<file path="src/rtl/uart_pkg.sv">
// Shared UART definitions: receive FSM states, data width and default timing/FIFO
// parameters used by both the receive and transmit sides.
package uart_pkg;

  localparam int UART_DATA_W           = 8;
  localparam int UART_CLKS_PER_BIT_DEF = 16;
  localparam int UART_FIFO_DEPTH_DEF   = 4;

  typedef enum logic [2:0] {
    ST_IDLE,
    ST_START,
    ST_DATA,
    ST_STOP,
    ST_WAIT_IDLE
  } uart_rx_state_e;

endpackage

</file>
<file path="src/rtl/uart_rx_fifo.sv">
// Synchronous circular-buffer FIFO with registered storage, combinational head
// output, full/empty flags and an occupancy count.
module uart_rx_fifo
  import uart_pkg::*;
#(
  parameter int DEPTH = UART_FIFO_DEPTH_DEF,
  parameter int WIDTH = UART_DATA_W
) (
  input  logic                     clk,
  input  logic                     rst,
  input  logic                     push,
  input  logic [WIDTH-1:0]         push_data,
  input  logic                     pop,
  output logic [WIDTH-1:0]         head,
  output logic                     full,
  output logic                     empty,
  output logic [$clog2(DEPTH):0]   level
);

  localparam int AW = $clog2(DEPTH);
  localparam int LW = AW + 1;

  logic [WIDTH-1:0] mem [DEPTH];
  logic [AW-1:0]    wr_ptr;
  logic [AW-1:0]    rd_ptr;
  logic [LW-1:0]    count;
  logic             do_push;
  logic             do_pop;

  // A pop frees a slot in the same cycle, so a full FIFO still accepts a push then.
  assign do_pop  = pop & ~empty;
  assign do_push = push & (~full | do_pop);

  assign full  = (count == LW'(DEPTH));
  assign empty = (count == '0);
  assign level = count;
  assign head  = mem[rd_ptr];

  always_ff @(posedge clk) begin
    if (rst) begin
      wr_ptr <= '0;
      rd_ptr <= '0;
      count  <= '0;
      // NOTE: storage is cleared on reset only because the head byte must read
      // zero out of reset; larger buffers would leave the array unreset.
      for (int i = 0; i < DEPTH; i++) begin
        mem[i] <= '0;
      end
    end else begin
      if (do_push) begin
        mem[wr_ptr] <= push_data;
        wr_ptr      <= wr_ptr + 1'b1;
      end
      if (do_pop) begin
        rd_ptr <= rd_ptr + 1'b1;
      end
      case ({do_push, do_pop})
        2'b10:   count <= count + 1'b1;
        2'b01:   count <= count - 1'b1;
        default: count <= count;
      endcase
    end
  end

endmodule

</file>
<file path="src/rtl/uart_rx_capture.sv">
// 8N1 UART receiver: input synchronizer, mid-bit sampling FSM and a byte FIFO
// presented on a valid/ready interface with receive, frame and overrun flags.
module uart_rx_capture
  import uart_pkg::*;
#(
  parameter int CLKS_PER_BIT = UART_CLKS_PER_BIT_DEF,
  parameter int FIFO_DEPTH   = UART_FIFO_DEPTH_DEF
) (
  input  logic                          sys_clk,
  input  logic                          sys_rst,
  input  logic                          rxd,
  output logic [UART_DATA_W-1:0]        rx_data,
  output logic                          rx_valid,
  input  logic                          rx_ready,
  output logic                          rx_int,
  output logic                          frame_err,
  output logic                          overrun_err,
  output logic [$clog2(FIFO_DEPTH):0]   fifo_level
);

  localparam int CW = $clog2(CLKS_PER_BIT);
  localparam logic [CW-1:0] HALF_M1 = CW'(CLKS_PER_BIT / 2 - 1);
  localparam logic [CW-1:0] FULL_M1 = CW'(CLKS_PER_BIT - 1);

  logic                   rx_meta;
  logic                   rxs;
  uart_rx_state_e         state, state_n;
  logic [CW-1:0]          cnt, cnt_n;
  logic [2:0]             bit_idx, bit_idx_n;
  logic [UART_DATA_W-1:0] shreg, shreg_n;
  logic                   push;
  logic                   pop;
  logic                   fifo_full;
  logic                   fifo_empty;
  logic                   frame_err_n;
  logic                   overrun_err_n;

  assign pop      = rx_valid & rx_ready;
  assign rx_valid = ~fifo_empty;
  assign rx_int   = rx_valid;

  // Two-flop synchronizer; resets to the idle (mark) level so reset never looks like a start bit.
  always_ff @(posedge sys_clk) begin
    if (sys_rst) begin
      rx_meta <= 1'b1;
      rxs     <= 1'b1;
    end else begin
      // NOTE: non-blocking assignments make each flop capture the previous
      // stage's old value, giving two real register stages.
      rx_meta <= rxd;
      rxs     <= rx_meta;
    end
  end

  always_ff @(posedge sys_clk) begin
    if (sys_rst) begin
      state       <= ST_IDLE;
      cnt         <= '0;
      bit_idx     <= '0;
      shreg       <= '0;
      frame_err   <= 1'b0;
      overrun_err <= 1'b0;
    end else begin
      state       <= state_n;
      cnt         <= cnt_n;
      bit_idx     <= bit_idx_n;
      shreg       <= shreg_n;
      frame_err   <= frame_err_n;
      overrun_err <= overrun_err_n;
    end
  end

  always_comb begin
    // NOTE: every output of this block gets a default first, so no path leaves
    // a signal unassigned and no latch is inferred.
    state_n       = state;
    cnt_n         = cnt + 1'b1;
    bit_idx_n     = bit_idx;
    shreg_n       = shreg;
    push          = 1'b0;
    frame_err_n   = 1'b0;
    overrun_err_n = 1'b0;

    case (state)
      ST_IDLE: begin
        cnt_n = '0;
        if (!rxs) begin
          state_n = ST_START;
        end
      end

      // Re-check the start bit at its midpoint; a high line here was only a glitch.
      ST_START: begin
        if (cnt == HALF_M1) begin
          cnt_n     = '0;
          bit_idx_n = '0;
          state_n   = rxs ? ST_IDLE : ST_DATA;
        end
      end

      ST_DATA: begin
        if (cnt == FULL_M1) begin
          cnt_n   = '0;
          shreg_n = {rxs, shreg[UART_DATA_W-1:1]};
          if (bit_idx == 3'd7) begin
            state_n = ST_STOP;
          end else begin
            bit_idx_n = bit_idx + 1'b1;
          end
        end
      end

      // Leaving at mid-stop-bit gives half a bit of slack for the next start edge.
      ST_STOP: begin
        if (cnt == FULL_M1) begin
          cnt_n = '0;
          if (rxs) begin
            state_n = ST_IDLE;
            if (fifo_full && !pop) begin
              overrun_err_n = 1'b1;
            end else begin
              push = 1'b1;
            end
          end else begin
            frame_err_n = 1'b1;
            state_n     = ST_WAIT_IDLE;
          end
        end
      end

      ST_WAIT_IDLE: begin
        cnt_n = '0;
        if (rxs) begin
          state_n = ST_IDLE;
        end
      end

      default: begin
        cnt_n   = '0;
        state_n = ST_IDLE;
      end
    endcase
  end

  uart_rx_fifo #(
    .DEPTH (FIFO_DEPTH),
    .WIDTH (UART_DATA_W)
  ) u_fifo (
    .clk       (sys_clk),
    .rst       (sys_rst),
    .push      (push),
    .push_data (shreg_n),
    .pop       (pop),
    .head      (rx_data),
    .full      (fifo_full),
    .empty     (fifo_empty),
    .level     (fifo_level)
  );

endmodule

</file>
<file path="config.mk">
export PLATFORM = sky130hd
export DESIGN_NAME = uart_rx_capture
export DESIGN_NICKNAME = d
export VERILOG_FILES = /design/src/rtl/uart_pkg.sv /design/src/rtl/uart_rx_fifo.sv /design/src/rtl/uart_rx_capture.sv
export SDC_FILE = /design/constraint.sdc
export NUM_CORES = 1
export LEC_CHECK = 0
export BUFFER_PORTS_ARGS = -buffer_cell sky130_fd_sc_hd__buf_2
export CAP_MARGIN = 20
export CORE_MARGIN = 2
export CORE_UTILIZATION = 60
export CTS_BUF_LIST = sky130_fd_sc_hd__clkbuf_4
export CTS_CLUSTER_SIZE = 14
export DETAILED_ROUTE_END_ITERATION = 7
export PLACE_DENSITY = 0.79
export SLEW_MARGIN = 20
export SYNTH_ARGS = -nofsm -noshare
export SYNTH_HDL_FRONTEND = slang
export SYNTH_SLANG_ARGS = --single-unit
</file>
<file path="constraint.sdc">
create_clock -name sys_clk -period 3.05 [get_ports sys_clk]
set_input_delay 0.7625 -clock sys_clk [delete_from_list [all_inputs] [get_ports sys_clk]]
set_output_delay 0.7625 -clock sys_clk [all_outputs]
set_load 0.03 [all_outputs]
</file>
==> impl_results.md, run 1 <==
- Initial antenna violation count: 0
- Site Rows: 24
- Post-CTS Setup Inserts: 0
- Pwr Total: 1.42 mW
- Clk_lat worst skew: 0.40 ns
- Clock share of power: 32.9%
- Port Buffer Count: 18
- FF+latch area: 0.00158 sq mm
- CP Data Arrival Time: 1.89 ns
- Number of gates resized after CTS: 0
- Post-CTS Hold Fix Bufs: 0
- Root buf cell: clkbuf_4
- Post-Syn Area: 0.00269 sq mm
- Wire per inst: 15.4 um
- Detail Placement HPWL: 3280 um
- Die Width: 70.9 um
- Worst EP required: 2.29 ns
- Fin. Hold Viols: 0
- Unrepaired setup endpoints after global routing: no
- Ys flop type: edfxtp_1
- All-Layer GR Usage: 21.4%
- Htree depth: 3
- Max incr delay on CP: 0.71 ns
- Number of CTS-inserted buffers: 9
- Crit end category: output pin
- Flop pwr share: 64.3%
- Switch share: 22.7%
- Cell count after synthesis: 231
- Iteration-0 DRC Markers: 122
- Clock skew: 0.00778 ns
- Fin crit period: 2.66 ns
- Final ANT Viol Nets: 0
- Cells along the critical path: mux4_2, buf_2
- Tcrit/Tclk final: 87.1%
- Post-Route Utilization: 67.6%
- Area contributors post-synth: edfxtp_1, dfxtp_1, nor2_1, mux4_2, mux2i_1
- Synthesis warning total: 0
- Vias per std cell: 5.66
- Placed cell count: 293
- Die area: 0.00503 sq mm
- Share of cells above drive strength 1: 23.3%
- Max_cap viols: 0
- CTS tree: yes
- Ant. Diodes: 0
- Max VDD drop: 0.289 mV
- Synth Net Count: 240
- Max FO, Critical Path: 8
- Setup ws final: 0.394 ns
- Status: finished clean
- # clock sinks: 63
- Post-Route Setup TNS: 0 ns
- Leak Pwr: 1.11 nW
- DR pass1 iterations: 4
- Filler Cells Inserted: 350
- Post-synthesis sequential area ratio: 58.9%
- # IOs: 19
- Remaining Overflow, GRT: 0
- Reg clk slew, reported paths: 0.10 ns
- Mean Syn Cell Area: 11.6 sq um
- Fin. max-slew vios: 0
- Final setup violation count: 0
- Layout area overhead: 8.80%
- DRT Wirelength: 4770 um
- CP Launch Type: flop
- Distinct cells, synth: 40
- DRC: 0
- Yosys top cell area share: 35.8%
- Crit path max-delay family: flip-flops
- Type of the worst min-delay path: flop to flop
- Clk buf depth: 2
- Pre-CTS setup slack: 0.0850 ns
- Slowest cell on the critical path: dfxtp_1
- Power per cell area: 486 mW/mm^2
- F_max: 0.377 GHz
- Finished Cell Area: 0.00292 sq mm
- Vias in the first global route: 1707
- GPL Wtd Cong: 0.795
- Final #Nets: 261
- Hold WS: 0.419 ns
- Routed vias: 1749
- #FFs+latches synth: 63
- Headroom to the max-slew limit: 60.4%
- Setup CP Type: flop to output pin
- Final std cells w/o fill: 309
- Multi-input logic area: 983 sq um
- Initial Util: 62.1%
- First-pass GRT wire length: 8000 um
- Sw power: 0.322 mW
- Crit path buffers/inverters: 1
- Post-synth EDFFs: 32
- Post-synth top area cell: edfxtp_1
- DP Area: 0.00281 sq mm
- Worst-margin pin slew: 0.586 ns
- Share of flip-flops with an asynchronous set or reset: 0%
- Largest net degree at the start of global routing: 25
- Comb pwr share: 2.9%
- Internal power: 1.10 mW
- DIE HEIGHT: 70.9 um
- Core Region: 0.00432 sq mm
[cell usage after synthesis (4+ instances only)]
cell type   n
a21oi_1     5
mux4_2      8
nand2_1    11
nand3_1     4
nor2_2      8
ha_1        4
or3_1       5
inv_1       9
edfxtp_1   32
clkbuf_1    6
mux2i_1    11
nor3_1      4
nor2_1     49
xor2_1      4
buf_4       4
dfxtp_1    31
[cell families after synthesis]
group                    after synthesis  share of synthesized area [%]
flip-flops                            63                           58.9
AND/OR/NAND/NOR                       97                           17.2
buffers and inverters                 25                           4.52
adder cells (fa/ha/maj)                5                           2.61
multiplexers                          19                           10.8
AO/OA/AOI/OAI                         15                           3.73
XOR/XNOR                               7                           2.28
[metal layers]
| layer | GRT usage [%] | vias to the layer above | part of all wire, % |
|---|---|---|---|
| met5 | 0 | - | 0 |
| met2 | 34.7 | 48 | 50 |
| met4 | 8.81 | 0 | 1.7 |
| met3 | 7.12 | 12 | 5.5 |
| li1 | - | 851 | - |
| met1 | 26.8 | 838 | 43 |
[cell usage in the layout, fill, tap and decap left out, types with 2 or more instances in the layout]
cell type and count:
nand2_1 11, dfxtp_1 31, nand4b_1 2, o21ai_0 3, xnor2_1 3, a21oi_1 5, nand3_1 4, nand2b_1 3
nand4_1 2, xor2_1 4, or3_1 5, nor2_1 49, nor4b_1 2, ha_1 4, edfxtp_1 32, inv_1 9
clkbuf_4 11, or2_2 2, buf_2 18, buf_4 8, nor3_1 4, mux4_2 8, nor2_2 8, mux2i_1 11
clkinv_2 3
[path summary, 6_finish.rpt]
kind | start | endpoint | slack [ns] | cells past startpoint
worst max-delay path | flop | rx_data[5] | 0.39 | 2
worst min-delay path | rx_meta$_SDFF_PP1_ | rxs$_SDFF_PP1_ | 0.42 | 1
worst min register to register | rx_meta$_SDFF_PP1_ | rxs$_SDFF_PP1_ | 0.42 | 1
worst max register to register | u_fifo.level[0]$_SDFFE_PP0P_ | u_fifo.level[2]$_SDFFE_PP0P_ | 0.56 | 9
[state kept, by name, indices dropped and copies added (netlist names), named ones only]
register,count
shreg,8
bit_idx,3
overrun_err,1
cnt,4
u_fifo.rd_ptr,2
rxs,1
frame_err,1
rx_meta,1
u_fifo.wr_ptr,2
u_fifo.mem,32
state,3
u_fifo.level,3
[power by group through the flow]
stage	Clock, mW	Sequential (mW)	Combinational (mW)
finish	0.466	0.912	0.0410
global route	0.507	0.915	0.0453
CTS	0.474	0.912	0.0419
detailed placement	0	0.932	0.0417
global placement	0	0.931	0.0409
floorplan	0	0.928	0.0296
[area by class of cell]
cell class	instances	area share, %
clock buffer	11	2.83
timing repair buffer	26	5.14
tap	52	2.23
sequential	63	54.1
clock inverter	5	0.899
inverter	9	1.16
multi-input combinational	143	33.6
Power figures use the tool's default switching activity.
==> inputs of run 2 (changes only) <==
- BUFFER_PORTS_ARGS: -buffer_cell sky130_fd_sc_hd__buf_2 -> unset
- CORE_MARGIN: 2 -> 3
- DONT_BUFFER_PORTS: unset -> 1
- PLACE_DENSITY: 0.79 -> 0.76
- SLEW_MARGIN: 20 -> unset
==> run 2 against run 1 <==
Final cell count fell by 7.4%. Wire length fell by 0.31%. Largest cell class unchanged. Critical path depth rose by 7. Flip-flop and latch count did not move. Highest routed layer unchanged. Largest power group unchanged. Worst setup slack improved by 0.027 ns. Critical path type is now flop to flop. Critical endpoint is now u_fifo.level[2]$_SDFFE_PP0P_.
==> impl_results.md, run 2 (synthesis results as in run 1) <==
- Cells along the critical path: nor4b_2, nor3_1, inv_1, ha_1, inv_1, fa_1, xor2_1, or3_1, a21oi_1
- Finished Cell Area: 0.00284 sq mm (-2.9%)
- Root buf cell: clkbuf_4
- CP Data Arrival Time: 2.97 ns (+1.08 ns)
- Site Rows: 23 (-4.2%)
- Crit path buffers/inverters: 2 (+1)
- Most frequent cells in the layout: nor2_1, edfxtp_1, dfxtp_1
- R2r worst-path depth: 9 (unchanged)
- Crit path max-delay family: simple AND/OR/NAND/NOR gates
- # IOs: 19 (unchanged)
- DR pass1 iterations: 4 (unchanged)
- Final ANT Viol Nets: 0 (unchanged)
- DP Area: 0.00271 sq mm (-3.8%)
- Post-Route Setup TNS: 0 ns (unchanged)
- # clock sinks: 63 (unchanged)
- DRC: 0 (unchanged)
- Final #Nets: 241 (-7.7%)
- Biggest register: u_fifo.mem
- Max reg flops: 32 (unchanged)
- Worst-margin pin slew: 0.591 ns (+0.00559 ns)
- Fin. Hold Viols: 0 (unchanged)
- Largest net degree at the start of global routing: 26 (+4.0%)
- Crit. path cell count: 9 (+7)
- Post-CTS Hold Fix Bufs: 0 (unchanged)
- Initial antenna violation count: 0 (unchanged)
- Setup CP Type: flop to flop
- Max VDD drop: 0.336 mV (+17%)
- CTS tree: yes
- Number of CTS-inserted buffers: 9 (unchanged)
- Fin. max-slew vios: 0 (unchanged)
- Share of cells above drive strength 1: 16.5% (-6.8 points)
- Power per cell area: 519 mW/mm^2 (+6.9%)
- DIE HEIGHT: 72.9 um (+2.8%)
- Top Registers: u_fifo.mem: 32 flops, shreg: 8 flops, cnt: 4 flops
- CP Launch Type: flop
- Tcrit/Tclk final: 86.2% (-0.88 points)
- All-Layer GR Usage: 20.9% (-0.52 points)
- Vias in the first global route: 1709 (+0.12%)
- Die area: 0.00532 sq mm (+5.7%)
- Iteration-0 DRC Markers: 117 (-4.1%)
- Hold WS: 0.419 ns (+0.000221 ns)
- Clock skew: 0.00968 ns (+0.00190 ns)
- Clk_lat worst skew: 0.39 ns (about the same)
- Final setup violation count: 0 (unchanged)
- Most common cell after layout, fill and taps aside: nor2_1
- Slowest cell on the critical path: dfxtp_1
- Fin crit period: 2.63 ns (-0.0269 ns)
- Crit path top cell by count: inv_1
- Worst EP required: 3.39 ns (+1.10 ns)
- Htree depth: 3 (unchanged)
- Port Buffer Count: 0 (-18)
- Crit end category: flop
- Post-Route Utilization: 68.5% (+0.89 points)
- First-pass GRT wire length: 8070 um (+0.95%)
- DRT Wirelength: 4750 um (-0.31%)
- Headroom to the max-slew limit: 60.3% (-0.13 points)
- Leak Pwr: 1.01 nW (-8.4%)
- Detail Placement HPWL: 3210 um (-2.4%)
- GPL Wtd Cong: 0.877 (+10%)
- Max incr delay on CP: 0.56 ns (-0.15 ns)
- Clk buf depth: 2 (unchanged)
- Ant. Diodes: 0 (unchanged)
- Routed vias: 1665 (-4.8%)
- Hold Path Depth: 1 (unchanged)
- Remaining Overflow, GRT: 0 (unchanged)
- Unrepaired setup endpoints after global routing: no
- Wire per inst: 16.6 um (+7.7%)
- Vias per std cell: 5.82 (+2.9%)
- Pwr Total: 1.47 mW (+3.8%)
- Initial Util: 64.8% (+2.7 points)
- Max_cap viols: 0 (unchanged)
- Core Region: 0.00414 sq mm (-4.2%)
- Max FO, Critical Path: 5 (-3)
- Layout area overhead: 5.64%
- Reg clk slew, reported paths: 0.10 ns (about the same)
- Status: finished clean
- F_max: 0.380 GHz (+1.0%)
- Die Width: 72.9 um (+2.8%)
- Type of the worst min-delay path: flop to flop
## run 2: area by class of cell
cell class | count | area [sq um]
Fill cell | 301 | 1310
Multi-Input combinational cell | 143 | 990
Timing Repair Buffer | 6 | 45.0
Tap cell | 50 | 62.6
Inverter | 9 | 33.8
Sequential cell | 63 | 1580
Clock inverter | 5 | 50.0
Clock buffer | 10 | 75.1
## run 2: per-stage QoR
step	std cells	setup WS, ns
floorplan	231	0.400
global placement	271	0.272
detailed placement	271	0.147
CTS	286	0.202
global route	286	0.230
finish	286	0.421
## run 2: repair_timing
| item | 4_1_cts | 5_1_grt |
|---|---|---|
| resized for setup | 0 | 1 |
| setup buffers | 0 | 0 |
| setup endpoints to repair | 0 | 1 |
## run 2: report_power, final
| group | switching [mW] | internal (mW) |
|---|---|---|
| clock | 0.284 | 0.248 |
| combinational | 0.0209 | 0.00818 |
| sequential | 0.00731 | 0.905 |
## run 2: final timing paths
path,start,end,slack (ns)
hold / removal,rx_meta$_SDFF_PP1_,rxs$_SDFF_PP1_,0.42
hold reg to reg,rx_meta$_SDFF_PP1_,rxs$_SDFF_PP1_,0.42
setup reg to reg,u_fifo.level[2]$_SDFFE_PP0P_,u_fifo.level[2]$_SDFFE_PP0P_,0.42
setup / recovery,u_fifo.level[2]$_SDFFE_PP0P_,u_fifo.level[2]$_SDFFE_PP0P_,0.42
## run 2: per-layer routing
metal / GRT usage (%) / routed length (um) / vias up / part of all wire, %
met2: 35.4 / 2420 / 54 / 51
met4: 9.02 / 91 / 0 / 1.9
li1: - / - / 813 / -
met1: 24.1 / 1950 / 789 / 41
met3: 7.16 / 290 / 9 / 6.1
met5: 0 / 0 / - / 0
==> inputs of run 3 (changes only) <==
- PLACE_DENSITY: 0.76 -> 0.86
==> run 3 against run 2 <==
Utilization increased by 1.1 points. Sequential power about the same. Final cell count unchanged. Worst hold slack about the same. Non-clock buffer count decreased by 1. Worst setup slack got worse by 0.028 ns. Clock power increased by 33%. Global-route usage decreased by 1.2 points. Via count decreased by 0.66%. Power increased by 12%. Critical path type unchanged.
==> impl_results.md, run 3 (synthesis results as in run 1) <==
- Detail Placement HPWL: 3090 um (-3.6%)
- Ant. Diodes: 0 (unchanged)
- Routed vias: 1654 (-0.66%)
- DR pass1 iterations: 4 (unchanged)
- Tcrit/Tclk final: 87.1% (+0.91 points)
- Vias in the first global route: 1629 (-4.7%)
- Crit end category: flop
- CP Launch Type: flop
- Max FO, Critical Path: 6 (+1)
- DRT Wirelength: 4530 um (-4.8%)
- Leak Pwr: 1.04 nW (+2.6%)
- CP Data Arrival Time: 2.98 ns (about the same)
- Reg-to-Reg Start: u_fifo.level[2]$_SDFFE_PP0P_
- Reg clk slew, reported paths: 0.09 ns (about the same)
- Finished Cell Area: 0.00288 sq mm (+1.6%)
- Top Registers: u_fifo.mem: 32 flops, shreg: 8 flops, cnt: 4 flops
- Max VDD drop: 0.650 mV (+93%)
- Fin. max-slew vios: 0 (unchanged)
- Iteration-0 DRC Markers: 124 (+6.0%)
- R2r worst-path depth: 9 (unchanged)
- Post-Route Utilization: 69.6% (+1.1 points)
- Final ANT Viol Nets: 0 (unchanged)
- Htree depth: 3 (unchanged)
- Most frequent cells in the layout: nor2_1, edfxtp_1, dfxtp_1
- Post-CTS Setup Inserts: 0 (unchanged)
- CTS tree: yes
- Site Rows: 23 (unchanged)
- Post-Route Setup TNS: 0 ns (unchanged)
- Core Region: 0.00414 sq mm (unchanged)
- Initial Util: 64.8% (unchanged)
- Largest net degree at the start of global routing: 26 (unchanged)
- Setup CP Type: flop to flop
- Power per cell area: 572 mW/mm^2 (+10%)
- Number of CTS-inserted buffers: 9 (unchanged)
- Share of cells above drive strength 1: 16.9% (+0.42 points)
- First-pass GRT wire length: 7620 um (-5.6%)
- All-Layer GR Usage: 19.7% (-1.2 points)
- Type of the worst min-delay path: flop to flop
- Vias per std cell: 5.78 (-0.66%)
- F_max: 0.376 GHz (-1.0%)
- Filler Cells Inserted: 296 (-1.7%)
- Fin. Hold Viols: 0 (unchanged)
- Clk_lat worst skew: 0.40 ns (about the same)
- Worst-margin pin slew: 0.569 ns (-0.0217 ns)
- Final std cells w/o fill: 286 (unchanged)
- Clk buf depth: 2 (unchanged)
- Status: finished clean
- Die area: 0.00532 sq mm (unchanged)
- # IOs: 19 (unchanged)
- Most common cell after layout, fill and taps aside: nor2_1
- Placed cell count: 270 (-0.37%)
- Worst R2R End: u_fifo.level[2]$_SDFFE_PP0P_
- # clock sinks: 63 (unchanged)
- Hold EP: rxs$_SDFF_PP1_
- Biggest register: u_fifo.mem
- HP Start: rx_meta$_SDFF_PP1_
- Initial antenna violation count: 0 (unchanged)
- Remaining Overflow, GRT: 0 (unchanged)
- Max_cap viols: 0 (unchanged)
- Final #Nets: 240 (-0.41%)
- Unrepaired setup endpoints after global routing: no
- Die Width: 72.9 um (unchanged)
- DP Area: 0.00270 sq mm (-0.28%)
- Layout area overhead: 7.31%
- Max reg flops: 32 (unchanged)
- Post-CTS Hold Fix Bufs: 0 (unchanged)
- Root buf cell: clkbuf_4
- Final setup violation count: 0 (unchanged)
- DIE HEIGHT: 72.9 um (unchanged)
- Clock skew: 0.0149 ns (+0.00522 ns)
- Fin crit period: 2.66 ns (+0.0279 ns)
- Hold Path Depth: 1 (unchanged)
- Headroom to the max-slew limit: 62.0% (+1.7 points)
- DRC: 0 (unchanged)
- Port Buffer Count: 0 (unchanged)
- GPL Wtd Cong: 0.820 (-6.5%)
- Worst EP required: 3.37 ns (-0.02 ns)
- Number of gates resized after CTS: 0 (unchanged)
- Wire per inst: 15.8 um (-4.8%)
- R2R Setup Slk: 0.39 ns (-0.03 ns)
-- run 3: worst max-delay path by stage --
stage	startpoint	to	slack, ns	cells after the start
after floorplan	rx_ready	u_fifo.level[2]$_SDFFE_PP0P_	0.40	9
after global placement	rx_ready	u_fifo.level[2]$_SDFFE_PP0P_	0.38	9
after detailed placement	rx_ready	u_fifo.level[2]$_SDFFE_PP0P_	0.31	9
after CTS	u_fifo.level[2]$_SDFFE_PP0P_	u_fifo.level[2]$_SDFFE_PP0P_	0.36	9
after global routing	u_fifo.level[2]$_SDFFE_PP0P_	u_fifo.level[2]$_SDFFE_PP0P_	0.17	9
final	u_fifo.level[2]$_SDFFE_PP0P_	u_fifo.level[2]$_SDFFE_PP0P_	0.39	9
-- run 3: cell type report --
type | instances | area [sq um] | share of cell area, %
Tap cell | 50 | 62.6 | 2.17
Clock buffer | 10 | 75.1 | 2.60
Multi-Input combinational cell | 143 | 983 | 34.1
Sequential cell | 63 | 1580 | 54.9
Clock inverter | 6 | 109 | 3.78
Inverter | 9 | 33.8 | 1.17
Timing Repair Buffer | 5 | 37.5 | 1.30
-- run 3: critical path: stages, from the launching register on --
cell,delay [ns]
dfxtp_1,0.61
nor4b_1,0.51
nor3_1,0.15
inv_1,0.09
ha_1,0.18
inv_1,0.06
fa_1,0.37
xor2_1,0.16
or3_1,0.30
a21oi_1,0.16
-- run 3: power by group --
part,switching (mW),internal [mW]
combinational,0.0203,0.00812
clock,0.285,0.423
sequential,0.00747,0.905
-- run 3: through the flow --
stage / power (mW) / setup WS, ns / hold slack [ns]
final: 1.65 / 0.393 / 0.419
after global routing: 1.70 / 0.173 / 0.404
after CTS: 1.66 / 0.363 / 0.405
after detailed placement: 0.961 / 0.306 / 0.399
after global placement: 0.959 / 0.381 / 0.398
after floorplan: 0.957 / 0.400 / 0.389
-- run 3: per-layer routing --
| metal | global-route usage (%) | wire length [um] | vias up |
|---|---|---|---|
| met1 | 23.0 | 1820 | 787 |
| li1 | - | - | 807 |
| met4 | 8.20 | 77 | 0 |
| met2 | 33.3 | 2380 | 50 |
| met3 | 6.75 | 252 | 10 |
| met5 | 0 | 0 | - |
